===== src/rtl/cpu_run_ctrl.sv =====
// cpu_run_ctrl: run controller and execution monitor for the single-cycle CPU core.
//   Holds the CPU clear (cpu_clrn) low for RESET_CYCLES after start, then runs it.
//   It counts RUN cycles and pc changes. It detects a halt loop (pc unchanged for
//   HALT_CYCLES samples) or an exhausted cycle budget (MAX_CYCLES, 0 = unlimited).
//   It keeps a circular trace of the most recent pc changes.
// Ports:
//   clk, clr (async active-high reset), start (one-cycle run request)
//   pc, inst          : CPU program counter and current instruction
//   cpu_clrn          : active-low clear to the CPU
//   running           : high while in RUN
//   halted, timeout   : sticky until the next start
//   cycle_cnt         : RUN cycle count
//   inst_cnt          : pc change count
//   trace_idx         : trace entry to read, 0 = newest
//   trace_pc, trace_inst, trace_valid : registered trace readout
// Build option: define CPU_RUN_CTRL_TRACE_EN to build the trace buffer; otherwise
//   the trace outputs are tied to 0.
module cpu_run_ctrl #(
  parameter int ADDR_W       = 32,
  parameter int DATA_W       = 32,
  parameter int RESET_CYCLES = 50,
  parameter int HALT_CYCLES  = 8,
  parameter int MAX_CYCLES   = 0,
  parameter int TRACE_DEPTH  = 16
) (
  input  logic                           clk,
  input  logic                           clr,
  input  logic                           start,
  input  logic [ADDR_W-1:0]              pc,
  input  logic [DATA_W-1:0]              inst,
  output logic                           cpu_clrn,
  output logic                           running,
  output logic                           halted,
  output logic                           timeout,
  output logic [31:0]                    cycle_cnt,
  output logic [31:0]                    inst_cnt,
  input  logic [$clog2(TRACE_DEPTH)-1:0] trace_idx,
  output logic [ADDR_W-1:0]              trace_pc,
  output logic [DATA_W-1:0]              trace_inst,
  output logic                           trace_valid
);
  localparam int HOLD_W = $clog2(RESET_CYCLES + 1);
  localparam int STB_W  = $clog2(HALT_CYCLES + 1);
  typedef enum logic [1:0] {IDLE, RESET, RUN, DONE} state_t;
  state_t              state_q, state_d;
  logic [HOLD_W-1:0]   hold_q, hold_d;
  logic [STB_W-1:0]    stable_q, stable_d;
  logic [31:0]         cycle_q, cycle_d, inst_cnt_q, inst_cnt_d;
  logic                halted_q, halted_d, timeout_q, timeout_d, first_q, first_d;
  logic [ADDR_W-1:0]   pc_q;
  logic                chg, halt_hit, to_hit, wr_en, cnt_clr;
  assign cpu_clrn  = (state_q == RUN) || (state_q == DONE);
  assign running   = state_q == RUN;
  assign halted    = halted_q;
  assign timeout   = timeout_q;
  assign cycle_cnt = cycle_q;
  assign inst_cnt  = inst_cnt_q;
  // first_q forces the first RUN sample to count as a pc change
  assign chg      = first_q || (pc != pc_q);
  assign halt_hit = !chg && (stable_q == STB_W'(HALT_CYCLES - 1));
  assign to_hit   = (MAX_CYCLES != 0) && (cycle_q == 32'(MAX_CYCLES - 1));
  always_comb begin
    state_d    = state_q;
    hold_d     = hold_q;
    stable_d   = stable_q;
    cycle_d    = cycle_q;
    inst_cnt_d = inst_cnt_q;
    halted_d   = halted_q;
    timeout_d  = timeout_q;
    first_d    = first_q;
    wr_en      = 1'b0;
    cnt_clr    = 1'b0;
    case (state_q)
      RESET: begin
        hold_d = hold_q + HOLD_W'(1);
        if (hold_q == HOLD_W'(RESET_CYCLES - 1)) begin
          state_d = RUN;
          first_d = 1'b1;
        end
      end
      RUN: begin
        first_d = 1'b0;
        if (chg) begin
          inst_cnt_d = inst_cnt_q + 32'd1;
          stable_d   = '0;
          wr_en      = 1'b1;
        end else begin
          stable_d = (stable_q == '1) ? stable_q : stable_q + STB_W'(1);
        end
        // cycle_cnt freezes on the exit edge so it shows the last RUN cycle index
        if (halt_hit || to_hit) begin
          state_d   = DONE;
          halted_d  = halt_hit;
          timeout_d = to_hit;
        end else begin
          cycle_d = cycle_q + 32'd1;
        end
      end
      default: ;
    endcase
    if (((state_q == IDLE) || (state_q == DONE)) && start) begin
      state_d    = RESET;
      hold_d     = '0;
      stable_d   = '0;
      cycle_d    = '0;
      inst_cnt_d = '0;
      halted_d   = 1'b0;
      timeout_d  = 1'b0;
      cnt_clr    = 1'b1;
    end
  end
  always_ff @(posedge clk or posedge clr) begin
    if (clr) begin
      state_q    <= IDLE;
      hold_q     <= '0;
      stable_q   <= '0;
      cycle_q    <= '0;
      inst_cnt_q <= '0;
      halted_q   <= 1'b0;
      timeout_q  <= 1'b0;
      first_q    <= 1'b0;
      pc_q       <= '0;
    end else begin
      state_q    <= state_d;
      hold_q     <= hold_d;
      stable_q   <= stable_d;
      cycle_q    <= cycle_d;
      inst_cnt_q <= inst_cnt_d;
      halted_q   <= halted_d;
      timeout_q  <= timeout_d;
      first_q    <= first_d;
      pc_q       <= pc;
    end
  end
`ifdef CPU_RUN_CTRL_TRACE_EN
  localparam int IDX_W = $clog2(TRACE_DEPTH);
  logic [ADDR_W+DATA_W-1:0] trace_mem [TRACE_DEPTH];
  logic [IDX_W-1:0]         wr_ptr_q, wr_ptr_d, rd_slot;
  logic [IDX_W:0]           tcnt_q, tcnt_d;
  logic [ADDR_W-1:0]        tpc_q, tpc_d;
  logic [DATA_W-1:0]        tinst_q, tinst_d;
  logic                     tvalid_q, tvalid_d;
  // pointer arithmetic wraps naturally because TRACE_DEPTH is a power of two
  assign rd_slot = wr_ptr_q - IDX_W'(1) - trace_idx;
  always_comb begin
    wr_ptr_d = wr_en ? wr_ptr_q + IDX_W'(1) : wr_ptr_q;
    tcnt_d   = cnt_clr ? '0 : (wr_en && tcnt_q != (IDX_W+1)'(TRACE_DEPTH)) ? tcnt_q + (IDX_W+1)'(1) : tcnt_q;
    {tpc_d, tinst_d} = trace_mem[rd_slot];
    tvalid_d = {1'b0, trace_idx} < tcnt_q;
  end
  always_ff @(posedge clk) begin
    if (wr_en) trace_mem[wr_ptr_q] <= {pc, inst};
  end
  always_ff @(posedge clk or posedge clr) begin
    if (clr) begin
      wr_ptr_q <= '0;
      tcnt_q   <= '0;
      tpc_q    <= '0;
      tinst_q  <= '0;
      tvalid_q <= 1'b0;
    end else begin
      wr_ptr_q <= wr_ptr_d;
      tcnt_q   <= tcnt_d;
      tpc_q    <= tpc_d;
      tinst_q  <= tinst_d;
      tvalid_q <= tvalid_d;
    end
  end
  assign trace_pc    = tpc_q;
  assign trace_inst  = tinst_q;
  assign trace_valid = tvalid_q;
`else
  logic unused;
  assign unused      = ^{trace_idx, inst, wr_en, cnt_clr};
  assign trace_pc    = '0;
  assign trace_inst  = '0;
  assign trace_valid = 1'b0;
`endif
endmodule


===== config.mk =====
export PLATFORM = sky130hd
export DESIGN_NAME = cpu_run_ctrl
export DESIGN_NICKNAME = d
export VERILOG_FILES = /design/src/rtl/cpu_run_ctrl.sv
export SDC_FILE = /design/constraint.sdc
export NUM_CORES = 1
export LEC_CHECK = 0
export BUFFER_PORTS_ARGS = -buffer_cell sky130_fd_sc_hd__buf_2
export CORE_MARGIN = 5
export CORE_UTILIZATION = 51
export DETAILED_ROUTE_END_ITERATION = 6
export GPL_ROUTABILITY_DRIVEN = 0
export HOLD_SLACK_MARGIN = 0.1
export MAX_ROUTING_LAYER = met4
export PLACE_DENSITY = 0.8
export SLEW_MARGIN = 20
export SYNTH_ARGS = -nofsm -noshare
export SYNTH_HDL_FRONTEND = slang
export SYNTH_SLANG_ARGS = --single-unit

===== constraint.sdc =====
create_clock -name clk -period 3.7 [get_ports clk]
set_input_delay 0.37 -clock clk [delete_from_list [all_inputs] [get_ports clk]]
set_output_delay 0.37 -clock clk [all_outputs]
set_load 0.02 [all_outputs]

Yosys cells after proc, flatten, opt, wreduce, memory -nomap -nowiden --
Index checks and enable logic that the tools add are counted.
Storage, ports and cells: input bits 71, memory bits (writable) 0, latch bits 0, logic and storage cells 68, memories kept 0, flip-flop bits (word level) 111, output and inout bits 133, bits in read-only memories 0
Cells by class: reductions and logical operators 19, $lt $le $gt $ge 0, divide/modulo/power cells 0, mux-type cells 24, shifts and indexed selects 0, equal/unequal tests 12, add/sub/neg operators 4, bitwise logic cells 0, $mul 0
Operator list (number):
- $mux W32 | 6
- $add A32 B1 Y32 const B | 2
- $ne A32 B32 Y1 | 1
- $mux W4 | 4
- $mux W6 | 2
- $reduce_and A2 Y1 | 5
- $reduce_bool A2 Y1 | 5
- $mux W1 | 7
- $add A6 B1 Y6 const B | 1
- $eq A6 B6 Y1 const B | 1
- $mux W2 | 3
- $add A4 B1 Y4 const B | 1
- $eq A2 B2 Y1 const B | 2
- $eq A4 B3 Y1 const B | 1
- $eq A4 B4 Y1 const B | 1
- $pmux W2 S2 | 1
- $logic_or A1 B1 Y1 | 3
- $ne A3 B1 Y1 const B | 1
- $ne A3 B2 Y1 const B | 1
- $ne A3 B3 Y1 const B | 1
- $reduce_and A3 Y1 | 1
- $reduce_bool A3 Y1 | 1
- $eq A2 B1 Y1 const B | 1
- $logic_and A1 B1 Y1 | 2
- other kinds (5) | 5

Depth between registers and ports, before layout --
Gate-level depths: netlist of the first run.
depth in word-level cells 7, gate-level depth with buffers 8, depth with buffers taken out 7

Worst setup path before layout of the first run --
OpenSTA, ideal clock, no wires.
path type reg2reg, start point register cycle_q[5] (netlist: cycle_cnt[5]), end point register cycle_q[31] (netlist: cycle_cnt[31]), required time 3622 ps, path slack 1433 ps, clock period less this slack 2267 ps, path buffers 1, stages on the path, launching flop included 8, library setup time 78 ps, arrival time 2189 ps, cells stage by stage dfrtp_1 -> nand4_1 -> or3_1 -> buf_2 -> nor4_4 -> nand4_1 -> or4_1 -> a21oi_1
Between the ends: word-level cells in the longest chain between the ends 4
RTL lines:
- start: declaration | line 48 | logic [31:0] cycle_q, cycle_d, inst_cnt_q, inst_cnt_d;
- start signal: assignment | line 127 | cycle_q <= cycle_d;
- $add A32 B1 Y32 | line 96 | cycle_d = cycle_q + 32'd1;
- $mux W32 | line 91 | if (halt_hit || to_hit) begin
- $mux W32 | line 73 | case (state_q)
- $mux W32 | line 101 | if (((state_q == IDLE) || (state_q == DONE)) && start) begin
No other way between the ends. The select of a mux whose other input is x is not followed. A chain may end at the register's enable or synchronous reset.

Worst setup path after layout of the first run --
start point register pc_q[14], end point register cycle_q[18] (netlist: cycle_cnt[18])
Between the ends: word-level cells in the longest chain between the ends 6
RTL lines:
- start: declaration | line 50 | logic [ADDR_W-1:0] pc_q;
- start signal: assignment | line 132 | pc_q <= pc;
- $ne A32 B32 Y1 | line 59 | assign chg = first_q || (pc != pc_q);
- $logic_or A1 B1 Y1 | line 59
- $logic_not A1 Y1 | line 60 | assign halt_hit = !chg && (stable_q == STB_W'(HALT_CYCLES - 1));
- $logic_and A1 B1 Y1 | line 60
- $ne A2 B1 Y1 (no line)
- $reduce_and A2 Y1 (no line)
No other way between the ends.

==> results.ini, run 1 <==
[route]
drtIter0Drc = 380
vias = 4714
wl_met3_microns = 977
wl_met1_microns = 5263
detail_route.wl_per_cell_microns = 15.11
met2_length_microns = 6203
route.detailed.drc = 0
drt-vias-per-instance = 5.579
drt-total-wl_microns = 12770
firstDrtPassIters = 4
top_layer = met4
ant_nets = 0

[floorplanning]
core_area_sq_um = 11370
initial_core_util_pct = 51.70
io_pins = 204
rows = 39
die-area_sq_um = 13770
fp.dieH_microns = 117.4
fp.dieW_microns = 117.4

[global_routing]
gr-total-overflow = 0
grt_pass1_vias = 4599
grt_max_degree = 92
grt_use_total_pct = 19.04
antenna_found_initial = 0
grt_pass1_wl_microns = 21660

[synth]
synthCells = 607
async_reset_ff_share_pct = 100.0
yosys-top-cells-count = dfrtp_1 (110), buf_4 (69), a21oi_1 (64), or3_1 (45), o21ai_0 (42)
syn_area_per_cell_sq_um = 9.684
yosysWarnings = 0
ys.flop_type = dfrtp_1
ys_top_cells_by_area = dfrtp_1 (47%), buf_4 (8.8%), xor2_1 (5.5%)
ys_ff_latch = 110
synth_edf_count = 0
synth_top_cell_area_share_pct = 46.83
synth_area_leader_cell = dfrtp_1
synthesis.area_sq_um = 5878
ys_types = 44
ys_seq_area_share_pct = 46.83
yosysMostFrequentCell = dfrtp_1

[worst_setup_path]
crit_family = simple AND/OR/NAND/NOR gates
critPathSlowestCell = buf_4
path_buf_inv = 1
path_class = reg2reg
required_ps = 3890
path_cells = xor2_1 > nor4_1 > nand4_1 > o41ai_4 > buf_4 > or4b_2 > a21oi_1
slowest_delay_ps = 490
cp_data_arrival_time_ps = 2820
critical_path_peak_fanout = 64
startpoint_type = register
cp-end-kind = register
critPathLaunch = pc_q[14]$_DFF_PP0_
worstReg2RegStart = pc_q[14]$_DFF_PP0_

[power]
combinationalPowerShare_pct = 5.8
internal_power_uw = 1847
p_switching_uw = 544.3
vdd_drop_max_v = 0.0002336
power_frac_clock_pct = 42.8
switching_share_pct = 22.77
power_density_nw_per_um2 = 364.9
leakagePower_uw = 0.003023
pwr-share-seq_pct = 51.3

[clock_network]
cts_setup_buffers = 0
clock_sinks = 110
cts-resized-gates = 0
clk_pin_slew_ps = 70
clock-root-buffer = clkbuf_16
cts_tree = done
clk_latency_ps = 350
cts_buffers = 9
htree_levels = 3
ctsHoldBuffers = 0
clk_path_buf_depth = 2

[worst_hold_path]
min_path_type = in2reg
hold_start = pc[7]

[job]
maxCapViolCount = 0

[layout]
final-seq-area_sq_um = 2753
layout.nets = 776
diodes = 0
fin_area_sq_um = 6553
n_fill_cell = 990
final_core_util_pct = 57.63
drive_above_1_share_pct = 19.23
multiInputGateArea_sq_um = 2681
syn_to_final_growth_pct = 11.47

[sta]
setup_viol = 0
setup_tns_ps = 0
slew_headroom_pct = 47.01
period_minus_slack_ps = 2629
tightest_slew_ps = 794.8
maxSlewViolCount = 0
hold_violations = 0
finClkSkew_ps = 8.354
fmax_mhz = 380.4
min_period_over_period_pct = 71.04
rsz0062_at_grt = no
fin_hold_ws_ps = 146.2

[placement]
postPlaceCellArea_sq_um = 6230
numPortBuffers = 101
hpwl_microns = 8886

[outcome]
outcome = finished, final reports clean

[final timing paths]
check                           cells past startpoint  slack (ps)                         to
worst max-delay path                                7        1070  cycle_cnt[18]$_DFFE_PP0P_
worst min-delay path                                1         150          pc_q[7]$_DFF_PP0_
worst max register to register                      7        1070  cycle_cnt[18]$_DFFE_PP0P_
worst min register to register                      1         510         halted$_DFFE_PP0P_
max in group asynchronous                           3        2710  cycle_cnt[18]$_DFFE_PP0P_
min in group asynchronous                           2         180         pc_q[23]$_DFF_PP0_
[metrics by stage]
| step | instances | setup WS [ps] | total power [uW] |
|---|---|---|---|
| 3_5_place_dp | 829 | 928.4 | 1391 |
| 3_3_place_gp | 829 | 1003 | 1386 |
| 2_1_floorplan | 672 | 427.7 | 1405 |
| 6_report | 845 | 1071 | 2391 |
| 4_1_cts | 845 | 1012 | 2417 |
| 5_1_grt | 845 | 750.6 | 2480 |
[cell families (layout without fill, tap and decap cells)]
group,Yosys count,after routing,synth area share (%)
AOI/OAI and AO/OA,139,139,13.77
and+or+nand+nor,199,199,19.69
xor gates and xnor gates,40,40,5.960
adders and majority gates,8,8,1.703
buffers and inverters,109,139,11.81
DFF,110,110,46.83
other,1,66,0.06380
muxes,1,1,0.1703
[layer usage]
| metal | GRT usage, % | vias to the layer above |
|---|---|---|
| met5 | - | - |
| met4 | 8.629 | 0 |
| met3 | 4.475 | 25 |
| met2 | 30.20 | 170 |
| met1 | 23.13 | 2273 |
| li1 | - | 2246 |
[state kept, by name, indices dropped and copies added, names as in the netlist]
| signal | flops |
|---|---|
| cycle_cnt | 32 |
| inst_cnt | 32 |
| pc_q | 32 |
| hold_q | 6 |
| stable_q | 4 |
| state_q | 2 |
| first_q | 1 |
| halted | 1 |
[worst reg2reg max path: cells and delay by family (launching register included)]
kind	cells	cell delay (ps)
XOR/XNOR	1	160
flip-flops	1	370
buffers and inverters	1	490
AO/OA/AOI/OAI	2	480
AND/OR/NAND/NOR	3	990
[power by group through the flow]
stage / clock, uW / sequential, uW / combinational, uW
6_report: 1020 / 1230 / 139
5_1_grt: 1100 / 1230 / 156
4_1_cts: 1050 / 1230 / 140
3_5_place_dp: 0 / 1250 / 140
3_3_place_gp: 0 / 1250 / 136
2_1_floorplan: 0 / 1250 / 156
[layout make-up]
class	instances	area share (%)
clock buffer	13	4.277
clock inverter	3	0.6110
inverter	15	0.9357
multi-input combinational	453	40.92
sequential	110	42.01
tap	143	2.731
timing repair buffer	108	8.516
[cell usage in the layout, fill, tap and decap left out, types with 3 or more instances in the layout]
cell type    n
and3_1       8
inv_1       14
or4_1       19
nand2_1     30
nor2_1      16
or3_1       45
nor3_1       5
nor4_1       8
xnor2_1      3
a21oi_1     64
dfrtp_1    110
o31ai_1     17
clkbuf_16    9
conb_1      66
and4_1       4
nand4_1     17
xor2_1      37
o21a_1       3
buf_4        7
buf_2      101
clkbuf_8     4
nand3_1     34
o21ai_0     42
ha_1         8
No activity file was read; power rests on OpenSTA's default activity.
==> run 2, diff against run 1 <==
==> constraint.sdc (replaced) <==
create_clock -name clk -period 2.5 [get_ports clk]
set_input_delay 0.25 -clock clk [delete_from_list [all_inputs] [get_ports clk]]
set_output_delay 0.25 -clock clk [all_outputs]
set_load 0.02 [all_outputs]
==> run 2 against run 1 <==
  * Worst setup slack got worse by 1000 ps
  * Wire length up 12%
  * Non-clock buffer count grew 48
  * Register-to-register slack got worse by 880 ps
  * Critical path type is now in2reg
  * Combinational power up 86%
  * Clock-buffer cell count down 4
==> results.ini, run 2 (synthesized netlist as in run 1, its figures left out) <==
[outcome]
outcome = finished, final reports clean  ; unchanged

[worst_setup_path]
cp_data_arrival_time_ps = 2630  ; was 2820 ps
critical_path_peak_fanout = 32  ; was 64
slowest_delay_ps = 550  ; was 490 ps
path_class = in2reg  ; was reg2reg
r2r_cells = 6  ; was 7
worstReg2RegStart = cycle_cnt[6]$_DFFE_PP0P_  ; was pc_q[14]$_DFF_PP0_
cp-end-kind = register  ; unchanged
startpoint_type = input port  ; was register
required_ps = 2700  ; was 3890 ps
critPathSlowestCell = dlygate4sd3_1  ; was buf_4
r2r_end = cycle_cnt[31]$_DFFE_PP0P_  ; was cycle_cnt[18]$_DFFE_PP0P_
reg2reg_slack_ps = 190  ; was 1070 ps
path_cells = dlygate4sd3_1 > buf_2 > xor2_1 > nor4_2 > nand4_1 > buf_6 > o41ai_4 > buf_6 > buf_12 > or4_4 > a21oi_1  ; was xor2_1 > nor4_1 > nand4_1 > o41ai_4 > buf_4 > or4b_2 > a21oi_1
crit_top_cell = buf_6

[route]
ant_nets = 0  ; unchanged
firstDrtPassIters = 5  ; was 4
drt-vias-per-instance = 5.570  ; was 5.579
route.detailed.drc = 0  ; unchanged
drtIter0Drc = 409  ; was 380
detail_route.wl_per_cell_microns = 15.98  ; was 15.11 microns
vias = 4974  ; was 4714
drt-total-wl_microns = 14270  ; was 12770 microns

[placement]
postPlaceCellArea_sq_um = 6354  ; was 6230 sq um
numPortBuffers = 101  ; unchanged
place_ws_ps = 198.0  ; was 928.4 ps
hpwl_microns = 9322  ; was 8886 microns
dp.cells = 842  ; was 829

[global_routing]
grt_pass1_vias = 4713  ; was 4599
gr-total-overflow = 0  ; unchanged
grt_max_degree = 74  ; was 92
grt_use_total_pct = 20.56  ; was 19.04%
antenna_found_initial = 0  ; unchanged
grt_pass1_wl_microns = 23230  ; was 21660 microns

[layout]
n_fill_cell = 918  ; was 990
final_common_cell = dfrtp_1  ; unchanged
final-seq-area_sq_um = 2753  ; unchanged
drive_above_1_share_pct = 20.80  ; was 19.23%
final_core_util_pct = 62.21  ; was 57.63%
layout.cells.non_filler = 893  ; was 845
multiInputGateArea_sq_um = 2714  ; was 2681 sq um
layout.nets = 824  ; was 776
layout_common_cells = dfrtp_1 (110), buf_2 (98), conb_1 (66), a21oi_1 (64), or3_1 (44)  ; was dfrtp_1 (110), buf_2 (101), conb_1 (66), a21oi_1 (64), or3_1 (45)
fin_area_sq_um = 7073  ; was 6553 sq um
syn_to_final_growth_pct = 20.33  ; was 11.47%
diodes = 0  ; unchanged

[power]
pwr-share-seq_pct = 51.4  ; was 51.3%
leakagePower_uw = 0.003233  ; was 0.003023 uW
power_frac_clock_pct = 41.2  ; was 42.8%
vdd_drop_max_v = 0.0004466  ; was 0.0002336 V
internal_power_uw = 2667  ; was 1847 uW
switching_share_pct = 24.49  ; was 22.77%
combinationalPowerShare_pct = 7.3  ; was 5.8%
p_switching_uw = 865.0  ; was 544.3 uW
power_density_nw_per_um2 = 499.4  ; was 364.9 nW/um^2

[worst_hold_path]
worstHoldPathCells = 3  ; was 1
hold_start = start  ; was pc[7]
min_path_type = in2reg  ; unchanged
whs_endpoint = inst_cnt[14]$_DFFE_PP0P_  ; was pc_q[7]$_DFF_PP0_

[floorplanning]
fp.dieW_microns = 117.4  ; unchanged
rows = 39  ; unchanged
core_area_sq_um = 11370  ; unchanged
initial_core_util_pct = 51.70  ; unchanged
fp.dieH_microns = 117.4  ; unchanged
io_pins = 204  ; unchanged
die-area_sq_um = 13770  ; unchanged

[sta]
setup_viol = 0  ; unchanged
tightest_slew_ps = 826.3  ; was 794.8 ps
maxSlewViolCount = 0  ; unchanged
fmax_mhz = 411.4
slew_headroom_pct = 44.80  ; was 47.01%
worst_slack_ps = 69.29  ; was 1071 ps
min_period_over_period_pct = 97.23
finClkSkew_ps = 6.870  ; was 8.354 ps
period_minus_slack_ps = 2431
fin_hold_ws_ps = 338.2  ; was 146.2 ps
hold_violations = 0  ; unchanged

[job]
maxCapViolCount = 0  ; unchanged

[clock_network]
clk_path_buf_depth = 2  ; unchanged
clock_sinks = 110  ; unchanged
htree_levels = 3  ; unchanged
clk_pin_slew_ps = 70  ; about the same
cts_tree = done  ; unchanged
cts_buffers = 9  ; unchanged
clk_latency_ps = 350  ; about the same
clock-root-buffer = clkbuf_16  ; unchanged

-- run 2: cell count changes in the layout (fill, tap and decap cells not counted), sizes merged --
cell / before / now
clkinvlp: 0 / 3
dlygate4sd3: 0 / 33
clkbuf: 13 / 10
inv: 15 / 16
buf: 108 / 122
-- run 2: worst max path at each step --
stage / start / endpoint / slack (ps) / cells after the start
after global placement: cycle_cnt[6]$_DFFE_PP0P_ / cycle_cnt[31]$_DFFE_PP0P_ / 240 / 6
after floorplan: cycle_cnt[5]$_DFFE_PP0P_ / cycle_cnt[31]$_DFFE_PP0P_ / 230 / 7
after CTS: pc[15] / cycle_cnt[27]$_DFFE_PP0P_ / 40 / 10
after detailed placement: pc_q[11]$_DFF_PP0_ / cycle_cnt[27]$_DFFE_PP0P_ / 200 / 8
final: pc[19] / cycle_cnt[25]$_DFFE_PP0P_ / 70 / 11
after global routing: pc[19] / cycle_cnt[31]$_DFFE_PP0P_ / -30 / 11
-- run 2: metrics by stage --
step / TNS (ps) / power (uW)
5_1_grt: -594.8 / 3676
6_report: 0 / 3532
3_5_place_dp: 0 / 2065
2_1_floorplan: 0 / 2080
3_3_place_gp: 0 / 2057
4_1_cts: 0 / 3567
-- run 2: repair_timing --
| item | in CTS | in global routing |
|---|---|---|
| gates resized for setup | 0 | 13 |
| endpoints found under the hold margin | 68 | 0 |
| hold buffers | 33 | 0 |
| endpoints found under the setup margin | 0 | 37 |
| setup buffers | 0 | 2 |
-- run 2: power by group through the flow --
stage	Sequential (uW)	Clock, uW	Combinational (uW)
global placement	1850	0	207
detailed placement	1850	0	213
floorplan	1850	0	231
global route	1820	1570	287
CTS	1820	1500	253
finish	1820	1460	259
-- run 2: final cells by class --
| type | count | share of cell area (%) |
|---|---|---|
| Sequential cell | 110 | 38.92 |
| Multi-Input combinational cell | 453 | 38.37 |
| Timing Repair Buffer | 156 | 15.12 |
| Clock buffer | 9 | 3.184 |
| Tap cell | 143 | 2.530 |
| Clock inverter | 7 | 1.026 |
| Inverter | 15 | 0.8491 |
-- run 2: routing by layer --
metal  share of wire (%)  wire length [microns]  global-route usage (%)  vias to the layer above
li1                    -                      -                       -                     2339
met1                  41                   5839                   25.53                     2423
met2                  51                   7245                   33.20                      188
met5                   0                      0                       -                        -
met3                 6.3                    899                   4.139                       24
met4                 2.0                    282                   7.904                        0
-- run 2: worst max-delay path, delay by kind of cell --
kind	cells	cell delay [ps]
xor gates and xnor gates	1	150
buffers and inverters	5	1220
and+or+nand+nor	3	610
AOI/OAI and AO/OA	2	370
